`src/rtl/pci_cfg_msi_bank.sv`:
```
// PCI type-0 configuration space bank with memory BARs, an MSI capability
// and a small interrupt FSM that delivers MSI or falls back to INTx.
`timescale 1ns/1ps
module pci_cfg_msi_bank #(
  parameter int NUM_BARS      = 1,
  parameter int BAR_SIZE_LOG2 = 12,
  parameter int MSI_VEC_LOG2  = 0
) (
  input  logic        clk,
  input  logic        rst,
  input  logic        cfg_enable,
  input  logic        cfg_iswrite,
  input  logic [5:0]  cfg_offset,
  input  logic [3:0]  cfg_byte_en,
  input  logic [31:0] cfg_write_val,
  output logic [31:0] cfg_read_val,
  output logic        cfg_ack,
  input  logic [5:0]  err_events,
  input  logic        intr_valid,
  input  logic [4:0]  intr_vector,
  output logic        intr_ready,
  input  logic        intr_clear,
  output logic        msi_req,
  output logic [63:0] msi_addr,
  output logic [31:0] msi_data,
  input  logic        msi_ack,
  output logic        intx_assert,
  output logic        mem_space_en,
  output logic        bus_master_en
);

  // Handshake: a request is any cycle with cfg_enable=1; it is acknowledged by
  // cfg_ack=1 exactly one cycle later. An interrupt request is taken only when
  // intr_valid=1 and intr_ready=1; an MSI is outstanding while msi_req=1 and
  // completes on the cycle msi_ack=1 is seen.

  localparam logic [31:0] DEV_ID     = 32'h11e8_1234;
  localparam logic [31:0] CLASS_REV  = 32'hff00_0010;
  localparam logic [31:0] CAP_PTR    = 32'h0000_0040;
  localparam logic [15:0] CMD_RW     = 16'h0757;
  localparam logic [31:0] BAR_MASK   = 32'hffff_ffff << BAR_SIZE_LOG2;
  localparam logic [2:0]  MME_MAX    = 3'(MSI_VEC_LOG2);

  typedef enum logic {S_IDLE, S_MSI} state_t;

  state_t      state;
  logic [15:0] cmd_q;
  logic [5:0]  sticky_q;
  logic        intx_pending_q;
  logic [7:0]  cacheline_q;
  logic [4:0]  lat_q;
  logic [31:0] bar_q [NUM_BARS];
  logic [7:0]  int_line_q;
  logic        msi_en_q;
  logic [2:0]  mme_q;
  logic [31:0] addr_lo_q;
  logic [31:0] addr_hi_q;
  logic [15:0] data_q;

  logic        wr;
  logic [31:0] rd_data;
  logic [15:0] status;
  logic [5:0]  sticky_clr;
  logic        msi_go;
  logic        intx_set;
  logic [15:0] vec_mask;
  logic [2:0]  mme_wr;

  assign wr            = cfg_enable & cfg_iswrite;
  assign mem_space_en  = cmd_q[1];
  assign bus_master_en = cmd_q[2];
  assign intr_ready    = (state == S_IDLE);
  assign intx_assert   = intx_pending_q & ~cmd_q[10];
  assign msi_go        = msi_en_q & cmd_q[2];
  assign intx_set      = (state == S_IDLE) & intr_valid & ~msi_go;
  assign vec_mask      = (16'd1 << mme_q) - 16'd1;
  assign mme_wr        = (cfg_write_val[22:20] > MME_MAX) ? MME_MAX : cfg_write_val[22:20];

  // Status upper half: sticky error bits, capability-list bit, INTx pending.
  assign status = {sticky_q[5:1], 2'b00, sticky_q[0], 3'b000, 1'b1, intx_pending_q, 3'b000};

  // Write-1-to-clear mask for the sticky bits, only when the top byte is enabled.
  assign sticky_clr = (wr && cfg_offset == 6'h01 && cfg_byte_en[3]) ?
                      {cfg_write_val[31:27], cfg_write_val[24]} : 6'b0;

  // Read mux: assemble the addressed dword from the field registers.
  always_comb begin
    rd_data = 32'h0;
    case (cfg_offset)
      6'h00:   rd_data = DEV_ID;
      6'h01:   rd_data = {status, cmd_q};
      6'h02:   rd_data = CLASS_REV;
      6'h03:   rd_data = {16'h0, lat_q, 3'b000, cacheline_q};
      6'h0b:   rd_data = DEV_ID;
      6'h0d:   rd_data = CAP_PTR;
      6'h0f:   rd_data = {16'h0, 8'h01, int_line_q};
      6'h10:   rd_data = {8'h00, 1'b1, mme_q, MME_MAX, msi_en_q, 8'h00, 8'h05};
      6'h11:   rd_data = addr_lo_q;
      6'h12:   rd_data = addr_hi_q;
      6'h13:   rd_data = {16'h0, data_q};
      default: begin
        for (int n = 0; n < NUM_BARS; n++) begin
          if (cfg_offset == 6'(4 + n)) rd_data = bar_q[n];
        end
      end
    endcase
  end

  // Completion path: ack every request one cycle later, latch read data only on reads.
  always_ff @(posedge clk) begin
    if (rst) begin
      cfg_ack      <= 1'b0;
      cfg_read_val <= 32'h0;
    end else begin
      cfg_ack <= cfg_enable;
      if (cfg_enable && !cfg_iswrite) cfg_read_val <= rd_data;
    end
  end

  // Configuration field registers with per-byte write enables.
  always_ff @(posedge clk) begin
    if (rst) begin
      cmd_q       <= 16'h0;
      sticky_q    <= 6'h0;
      cacheline_q <= 8'h0;
      lat_q       <= 5'h0;
      int_line_q  <= 8'h0;
      msi_en_q    <= 1'b0;
      mme_q       <= 3'h0;
      addr_lo_q   <= 32'h0;
      addr_hi_q   <= 32'h0;
      data_q      <= 16'h0;
      for (int n = 0; n < NUM_BARS; n++) bar_q[n] <= 32'h0;
    end else begin
      // A new error pulse wins over a same-cycle clear.
      sticky_q <= (sticky_q & ~sticky_clr) | err_events;
      if (wr) begin
        case (cfg_offset)
          6'h01: begin
            if (cfg_byte_en[0]) cmd_q[7:0]  <= cfg_write_val[7:0]  & CMD_RW[7:0];
            if (cfg_byte_en[1]) cmd_q[15:8] <= cfg_write_val[15:8] & CMD_RW[15:8];
          end
          6'h03: begin
            if (cfg_byte_en[0]) cacheline_q <= cfg_write_val[7:0];
            if (cfg_byte_en[1]) lat_q       <= cfg_write_val[15:11];
          end
          6'h0f: if (cfg_byte_en[0]) int_line_q <= cfg_write_val[7:0];
          6'h10: begin
            if (cfg_byte_en[2]) begin
              msi_en_q <= cfg_write_val[16];
              mme_q    <= mme_wr;
            end
          end
          6'h11: begin
            for (int b = 0; b < 4; b++)
              if (cfg_byte_en[b]) addr_lo_q[8*b +: 8] <= cfg_write_val[8*b +: 8] & {6'h3f, b == 0 ? 2'b00 : 2'b11};
          end
          6'h12: begin
            for (int b = 0; b < 4; b++)
              if (cfg_byte_en[b]) addr_hi_q[8*b +: 8] <= cfg_write_val[8*b +: 8];
          end
          6'h13: begin
            if (cfg_byte_en[0]) data_q[7:0]  <= cfg_write_val[7:0];
            if (cfg_byte_en[1]) data_q[15:8] <= cfg_write_val[15:8];
          end
          default: begin
            for (int n = 0; n < NUM_BARS; n++) begin
              if (cfg_offset == 6'(4 + n)) begin
                for (int b = 0; b < 4; b++)
                  if (cfg_byte_en[b]) bar_q[n][8*b +: 8] <= cfg_write_val[8*b +: 8] & BAR_MASK[8*b +: 8];
              end
            end
          end
        endcase
      end
    end
  end

  // Legacy INTx pending flag: set by an interrupt that cannot go out as MSI; clear wins.
  always_ff @(posedge clk) begin
    if (rst) begin
      intx_pending_q <= 1'b0;
    end else if (intr_clear) begin
      intx_pending_q <= 1'b0;
    end else if (intx_set) begin
      intx_pending_q <= 1'b1;
    end
  end

  // Interrupt FSM: capture the MSI message on entry and hold it until acknowledged.
  always_ff @(posedge clk) begin
    if (rst) begin
      state    <= S_IDLE;
      msi_req  <= 1'b0;
      msi_addr <= 64'h0;
      msi_data <= 32'h0;
    end else begin
      case (state)
        S_IDLE: begin
          if (intr_valid && msi_go) begin
            state    <= S_MSI;
            msi_req  <= 1'b1;
            msi_addr <= {addr_hi_q, addr_lo_q};
            msi_data <= {16'h0, (data_q & ~vec_mask) | (16'(intr_vector) & vec_mask)};
          end
        end
        S_MSI: begin
          // MSI enable being cleared here does not abort the outstanding message.
          if (msi_ack) begin
            state   <= S_IDLE;
            msi_req <= 1'b0;
          end
        end
        default: begin
          state   <= S_IDLE;
          msi_req <= 1'b0;
        end
      endcase
    end
  end

endmodule

```
`config.mk`:
```
export PLATFORM = sky130hd
export DESIGN_NAME = pci_cfg_msi_bank
export DESIGN_NICKNAME = d
export VERILOG_FILES = /design/src/rtl/pci_cfg_msi_bank.sv
export SDC_FILE = /design/constraint.sdc
export NUM_CORES = 1
export LEC_CHECK = 0
export ABC_AREA = 1
export CAP_MARGIN = 25
export CORE_MARGIN = 2
export CORE_UTILIZATION = 33
export CTS_CLUSTER_DIAMETER = 40
export DETAILED_ROUTE_END_ITERATION = 8
export PLACE_DENSITY = 0.6
export SLEW_MARGIN = 15
export SYNTH_ARGS = -nofsm -noshare
export SYNTH_HDL_FRONTEND = slang
export SYNTH_SLANG_ARGS = --single-unit
```
`constraint.sdc`:
```
create_clock -name clk -period 2.3 [get_ports clk]
set_input_delay 0.69 -clock clk [delete_from_list [all_inputs] [get_ports clk]]
set_output_delay 0.69 -clock clk [all_outputs]
set_load 0.05 [all_outputs]
```
**Word-level counts from Yosys, hierarchy flattened**

Memories as Yosys holds them, arrays and structs flattened.
Cells that the tools add are included.

- Add/subtract/negate cells: 1
- $lt $le $gt $ge: 1
- Eq/ne operators: 13
- Shifts and indexed selects: 1
- Muxes and demuxes: 34
- Bitwise logic cells: 15
- Reductions and logical operators: 29

Operators with widths:

| kind | count |
|---|---|
| 32-bit one-hot mux with 10 select lines | 1 |
| 3-bit AND reduction | 16 |
| 20-bit 2-to-1 mux | 2 |
| 32-bit 2-to-1 mux | 1 |
| 1-bit 2-to-1 mux | 25 |
| 6-bit by 5-bit == test with 1-bit output (second input constant) | 4 |
| 20-bit OR reduction | 1 |
| 20-bit OR reduction (first input constant) | 1 |
| 6-bit by 4-bit == test with 1-bit output (second input constant) | 3 |
| 16-bit bitwise AND | 1 |
| 5-bit by 16-bit bitwise AND with 16-bit output | 1 |
| 16-bit NOT | 1 |
| 16-bit bitwise OR | 1 |
| 1-bit by 3-bit left shift with 16-bit output (first input constant) | 1 |
| 16-bit by 1-bit subtractor with 16-bit output (second input constant) | 1 |
| 6-bit by 2-bit == test with 1-bit output (second input constant) | 2 |
| 7-bit OR reduction | 1 |
| 6-bit bitwise AND | 1 |
| 6-bit by 1-bit == test with 1-bit output (second input constant) | 1 |
| 6-bit by 3-bit == test with 1-bit output (second input constant) | 1 |
| 6-bit zero test | 1 |
| 6-bit 2-to-1 mux | 1 |
| 6-bit NOT | 1 |
| 6-bit bitwise OR | 1 |
| 12 further kinds | 24 |

- Bits in registers: 231
- Bits in writable memories: 20
- Input bits: 60
- Output and inout bits: 134
- Word-level logic and storage cells: 120
- Memories: 1

Memories:

| memory | words | width | read ports | clocked after Yosys merged registers in | write ports | line | RTL |
|---|---|---|---|---|---|---|---|
| bar_q | 1 | 20 | 1 | 0 | 3 | 52 | `logic [31:0] bar_q [NUM_BARS];` |

**Longest topological paths before layout**

Gate-level depths: netlist (run 1).

- Word-level depth: 8
- Gate-level depth with buffers: 11
- Mapped depth without buffers: 11

**Worst setup path before layout (run 1)**

Ideal clock, no wire load.

- Path kind: input -> register
- Start: input port rst
- End: memory bar_q[0][10] in the netlist's numbering (enable)
- Library setup time: 357 ps
- Arrival time: 1793 ps
- Required time: 1943 ps
- Slack: 150 ps
- Stages on the path: 5
- Path buffers: 3
- Path through: clkbuf_1 -> inv_1 -> clkbuf_1 -> clkbuf_1 -> o21ai_0

RTL lines:

| what | line | RTL |
|---|---|---|
| start: declaration | 10 | `input logic rst,` |
| end: declaration | 52 |  |

**Final worst setup path (run 1)**

- Start: register cfg_read_val[14]
- End: output port cfg_read_val[14]

RTL lines:

| what | line | RTL |
|---|---|---|
| start: declaration | 16 | `output logic [31:0] cfg_read_val,` |
| start signal: assignment | 116 | `if (cfg_enable && !cfg_iswrite) cfg_read_val <= rd_data;` |

No word-level cell between the ends.

==> results of run 1 <==
## worst paths after layout
path	to	slack (ns)	depth (start not counted)
worst min register to register	cacheline_q[6]$_SDFFE_PP0P_	0.46	2
worst max-delay path	cfg_read_val[14]	0.15	1
worst max register to register	msi_addr[29]$_SDFFE_PP0P_	0.65	6
worst min-delay path	cacheline_q[6]$_SDFFE_PP0P_	0.46	2
## sequential cells by signal, indices dropped and copies added, names as in the netlist, 5 cells and up
| signal | count |
|---|---|
| msi_data | 16 |
| cacheline_q | 8 |
| lat_q | 5 |
| int_line_q | 8 |
| sticky_q | 6 |
| msi_addr | 62 |
| cmd_q | 8 |
| cfg_read_val | 32 |
| bar_q | 20 |
| addr_hi_q | 32 |
| addr_lo_q | 30 |
| data_q | 16 |
## layer usage
layer | global-route usage, % | wire length, µm
met1 | 31.6 | 17500
met2 | 31.5 | 14600
met3 | 3.71 | 2400
met4 | 5.76 | 822
met5 | 0 | 0
## repair_timing
action,in CTS,in global routing
resized for setup,44,2
setup endpoints to repair,44,2
setup buffers,0,0
## area by class of cell
| cell class | count | share of cell area [%] |
|---|---|---|
| Multi-Input combinational cell | 925 | 30.1 |
| Sequential cell | 251 | 37.4 |
| Clock inverter | 21 | 1.57 |
| Inverter | 104 | 2.81 |
| Clock buffer | 41 | 6.50 |
| Tap cell | 396 | 3.55 |
| Timing Repair Buffer | 284 | 18.1 |
## synthesized netlist by cell type, drive strengths merged
cell / n
a21oi: 132
a22oi: 6
a31oi: 5
buf: 42
clkbuf: 45
clkinv: 1
conb: 1
dfxtp: 231
edfxtp: 20
ha: 1
inv: 103
nand2: 179
nand3: 54
nand3b: 2
nand4: 13
nor2: 297
nor3: 8
o211ai: 3
o21ai: 207
## cell families (layout without fill, tap and decap cells)
logic type / after synthesis / count (layout)
AND/OR/NAND/NOR: 553 / 553
AO/OA/AOI/OAI: 353 / 353
flip-flops: 251 / 251
buffers and inverters: 191 / 450
adder cells (fa/ha/maj): 1 / 1
other: 1 / 18
## where the power goes
group          internal [mW]  switching, mW
clock                   3.19           2.01
sequential              4.45         0.0254
combinational          0.223          0.428
total                   7.86           2.46
## stage by stage
step | worst slack, ns | utilization [%] | power (mW)
floorplan | 0.150 | - | 4.92
global placement | -0.323 | 42.2 | 5.23
detailed placement | -0.340 | 42.2 | 5.23
CTS | 0.0125 | 45.7 | 10.4
global route | 0.0627 | 45.8 | 10.6
finish | 0.154 | 45.8 | 10.3
==> run summary, run 1 <==
Yosys reg bits = 251
post-synthesis sequential area ratio = 51.4%
Final Hold Fails = 0
adder-cell area share of the yosys netlist = 0.123%
clock slew at reported path FFs = 0.06 ns
initial antenna violation count = 0
Buf/Inv on CP = 1
dpl cells = 1,960
Synth Area in Simple Gates = 22.7%
count of different cell masters after synthesis = 29
Worst Setup SP = cfg_read_val[14]$_SDFFE_PP0P_
# IOs = 194
crit-path max cell delay = 0.61 ns
top cells by area, synth = dfxtp_1 (45%), nor2_1 (10%), o21ai_0 (9.2%)
part of the cycle the worst path needs = 93.3%
RSZ-0062 raised after global routing = no
Clock Root Buffer = clkbuf_16
post-synthesis xor/xnor area fraction = 0%
Clock Path Buffers = 3
CTS sink count = 251
Worst Setup Start Kind = flip-flop
largest area contributor in the netlist = dfxtp_1
RePlAce Congestion = 0.911
PD cells = 739 mW/mm²
endpoint class of the critical path = output port
Via density = 4.89
Nets = 1,661
first-pass GRT wire length = 54.5 mm
final setup violation count = 0
worst slew pin tran = 0.645 ns
cts bufs inserted = 34
Setup Skew = 0.0185 ns
CTS tree = built
P&R area growth vs syn = 37.2%
post-synthesis mux area share = 0%
multi-input combinational cell area = 0.00420 mm²
crit path kind = reg2out
Fill cells = 3,014
register area = 0.00523 mm²
Antenna Violating Nets Remaining = 0
worst-path cell chain = dlygate4sd2_1
H-Tree Depth = 2
max-slew violations = 0
worst ir drop on vdd = 0.000377 V
die area = 0.0323 mm²
Top delay family on crit path = buffers and inverters
dpl cell area = 0.0129 mm²
Initial Utilization = 33.3%
commonest cells after routing, fill and taps aside = nor2_1 (279), dfxtp_1 (231), o21ai_0 (187)
reg2reg start = cmd_q[2]$_SDFFE_PP0P_
crit-path max FO = 2
hpwl dp = 26.3 mm
synthesized cell area = 0.0102 mm²
routed len/inst = 17.5 µm
max-cap violations = 0
Row Count = 64
CP required = 1.61 ns
DRC Markers = 0
average cell area after synthesis = 7.54 µm²
Critical Path AT = 1.46 ns
commonest non-fill, non-tap cell in the layout = nor2_1
total track usage = 21.3%
Crit-path slowest cell = dlygate4sd2_1
Port Buffer Count = 175
fraction of layout cells with a size suffix above 1 = 17.3%
grt ovf = 0
Via Count = 9,882
Warnings, synthesis = 0
Post-CTS Hold Buffers = 0
setup TNS = 0 ns
core area = 0.0305 mm²
Die X = 180 µm
Worst Hold Launch = cacheline_q[6]$_SDFFE_PP0P_
worst hold slack = 0.462 ns
Compound-Gate Fraction of Synth Area = 17.6%
largest net degree at the start of global routing = 59
status = finished clean
# diodes = 0
leakage = 6.41 nW
final wirelength = 35.3 mm
post-synth top area share = 45.5%
largest family of logic cells by synthesized area = simple AND/OR/NAND/NOR gates
cell count after synthesis = 1,350
Rel. slew slack = 57.0%
vias in the first global route = 9,375
min Tclk post-route = 2.15 ns
Hold Crit Class = reg2reg
Die Y = 180 µm
fin area = 0.0140 mm²
Max Freq = 466 MHz
fin cells = 2,022
drt initial violations = 864
Clock Latency Late Sink = 0.51 ns
TritonRoute pass-1 iters = 5
No activity file was read; power rests on OpenSTA's default activity.
==> run 2, diff against run 1 <==
==> constraint.sdc (replaced) <==
create_clock -name clk -period 2.3 [get_ports clk]
set_input_delay 0.69 -clock clk [delete_from_list [all_inputs] [get_ports clk]]
set_output_delay 0.69 -clock clk [all_outputs]
set_load 0.01 [all_outputs]
==> run 2 against run 1 <==
Compared with the run above: routed wire length shrank 0.49%; register-to-register slack gained 0.07 ns; largest cell class unchanged; clock skew shrank 0.0059 ns; clock power grew 3%; setup slack lost 0.062 ns; die area is the same; critical path type unchanged; utilization grew 0.69 points; global-route usage shrank 0.096 points; first-iteration DRC count shrank 4.4%; power grew 0.36%; via count grew 0.41%; design area grew 1.5%.
==> run summary, run 2 (synthesized netlist as in run 1, its figures left out) <==
min Tclk post-route = 2.21 ns (+0.0618 ns)
Clock Path Buffers = 3 (unchanged)
Worst Setup Start Kind = flip-flop
reg2reg start = cmd_q[2]$_SDFFE_PP0P_
Biggest register = msi_addr
total chip power = 10.4 mW (+0.36%)
clock slew at reported path FFs = 0.05 ns (about the same)
crit path kind = reg2out
Die Y = 180 µm (unchanged)
leakage = 6.04 nW (-5.7%)
RePlAce Congestion = 0.899 (-1.3%)
Clock Root Buffer = clkbuf_16
fin cells = 2,017 (-0.25%)
Top Usage Layer GRT = met1
fraction of layout cells with a size suffix above 1 = 12.8% (-4.5 points)
Die X = 180 µm (unchanged)
FF-to-FF setup slack = 0.72 ns (+0.07 ns)
RSZ-0062 raised after global routing = no
met2 usage = 29.9% (-1.7 points)
# diodes = 0 (unchanged)
crit-path max cell delay = 0.58 ns (-0.03 ns)
drt initial violations = 826 (-4.4%)
Hold Path Cell Cnt = 2 (unchanged)
core area = 0.0305 mm² (unchanged)
die area = 0.0323 mm² (unchanged)
Row Count = 64 (unchanged)
Fill cells = 2,943 (-2.4%)
Final Hold Fails = 0 (unchanged)
met3 usage = 4.54% (+0.83 points)
crit path capture = cfg_read_val[13]
multi-input combinational cell area = 0.00420 mm² (about the same)
worst hold slack = 0.459 ns (-0.00326 ns)
Antenna Violating Nets Remaining = 0 (unchanged)
grt ovf = 0 (unchanged)
P&R area growth vs syn = 39.3%
vias in the first global route = 9,394 (+0.20%)
Setup Skew = 0.0126 ns (-0.00589 ns)
Clock Latency Late Sink = 0.51 ns (about the same)
commonest non-fill, non-tap cell in the layout = nor2_1
cts bufs inserted = 35 (+2.9%)
DRC Markers = 0 (unchanged)
part of the cycle the worst path needs = 96.0% (+2.7 points)
crit-path max FO = 2 (unchanged)
fin area = 0.0142 mm² (+1.5%)
max-slew violations = 0 (unchanged)
dpl cells = 1,956 (-0.20%)
status = finished clean
flip-flop count of the largest register, all copies and words added = 62 (unchanged)
register area = 0.00523 mm² (about the same)
final setup violation count = 0 (unchanged)
endpoint class of the critical path = output port
Worst Setup SP = cfg_read_val[13]$_SDFFE_PP0P_
H-Tree Depth = 2 (unchanged)
Top Registers = msi_addr: 62 flops, addr_hi_q: 32 flops, cfg_read_val: 32 flops
Top delay family on crit path = buffers and inverters
worst-path cell chain = clkdlybuf4s50_1
max-cap violations = 0 (unchanged)
worst r2r dst = msi_addr[18]$_SDFFE_PP0P_
Nets = 1,658 (-0.18%)
Port Buffer Count = 175 (unchanged)
PD cells = 731 mW/mm² (-1.1%)
total track usage = 21.2% (-0.096 points)
Hold Crit Class = reg2reg
largest net degree at the start of global routing = 65 (+10%)
CP required = 1.61 ns (about the same)
final wirelength = 35.1 mm (-0.49%)
CTS sink count = 251 (unchanged)
CTS tree = built
Via Count = 9,923 (+0.41%)
Via density = 4.92 (+0.66%)
worst ir drop on vdd = 0.000403 V (+6.8%)
first-pass GRT wire length = 54.5 mm (about the same)
hpwl dp = 25.9 mm (-1.3%)
# IOs = 194 (unchanged)
TritonRoute pass-1 iters = 5 (unchanged)
Crit-path slowest cell = clkdlybuf4s50_1
Max Freq = 453 MHz (-2.8%)
worst slew pin tran = 0.651 ns (+0.00621 ns)
commonest cells after routing, fill and taps aside = nor2_1 (278), dfxtp_1 (230), o21ai_0 (187)
R2R cell count = 6 (unchanged)
Critical Path AT = 1.52 ns (+0.06 ns)
Buf/Inv on CP = 1 (unchanged)
Rel. slew slack = 56.6% (-0.41 points)
Post-CTS Hold Buffers = 0 (unchanged)
routing usage on met1 = 31.8% (+0.14 points)
initial antenna violation count = 0 (unchanged)
routed len/inst = 17.4 µm (-0.24%)
Crit. path cell count = 1 (unchanged)
Initial Utilization = 33.3% (unchanged)
dpl cell area = 0.0130 mm² (+0.95%)
run 2: changes by cell type in the layout (fill, tap and decap cells not counted), sizes merged:
cell,change
inv,+3
bufinv,-1
clkdlybuf4s50,+115
clkinv,-4
dlymetal6s2s,-1
clkbuf,+1
dlygate4sd2,-43
buf,-75
run 2: report_power, final:
part           leakage, nW  total (mW)  internal (mW)  switching [mW]
Clock                0.569        5.33           3.27            2.06
Combinational         3.41       0.550          0.230           0.320
Sequential            2.06        4.48           4.45          0.0255
Total                 6.04        10.4           7.95            2.41
run 2: stage by stage:
stage / utilization, % / setup TNS, ns / setup slack (ns)
after floorplan: - / 0 / 0.150
after global placement: 42.6 / -20.03 / -0.314
after detailed placement: 42.6 / -22.18 / -0.323
after CTS: 46.5 / 0 / 0.0777
after global routing: 46.5 / 0 / 0.0171
final: 46.5 / 0 / 0.0919
run 2: layout make-up:
type / count / share of cell area, %
clock inverters: 19 / 1.39
clock buffers: 42 / 6.81
inverters: 104 / 2.77
flip-flops and latches: 251 / 36.9
multi-input cells: 925 / 29.6
repair buffers: 280 / 19.0
well taps: 396 / 3.50
run 2: metal layers:
layer  part of all wire (%)  vias up
met1                     49     4577
met5                      0        -
met2                     41      385
li1                       -     4893
met3                    7.9       68
met4                    2.7        0
run 2: worst min path at each step:
stage,start,endpoint
finish,cacheline_q[6]$_SDFFE_PP0P_,cacheline_q[6]$_SDFFE_PP0P_
global route,msi_data[2]$_SDFFE_PP0P_,msi_data[2]$_SDFFE_PP0P_
CTS,cacheline_q[6]$_SDFFE_PP0P_,cacheline_q[6]$_SDFFE_PP0P_
detailed placement,cacheline_q[6]$_SDFFE_PP0P_,cacheline_q[6]$_SDFFE_PP0P_
global placement,cacheline_q[6]$_SDFFE_PP0P_,cacheline_q[6]$_SDFFE_PP0P_
floorplan,cacheline_q[4]$_SDFFE_PP0P_,cacheline_q[4]$_SDFFE_PP0P_
run 2: timing repair:
action / 4_1_cts / 5_1_grt
buffers inserted: 0 / 0
setup endpoints to repair: 2 / 0
resized for setup: 3 / 0
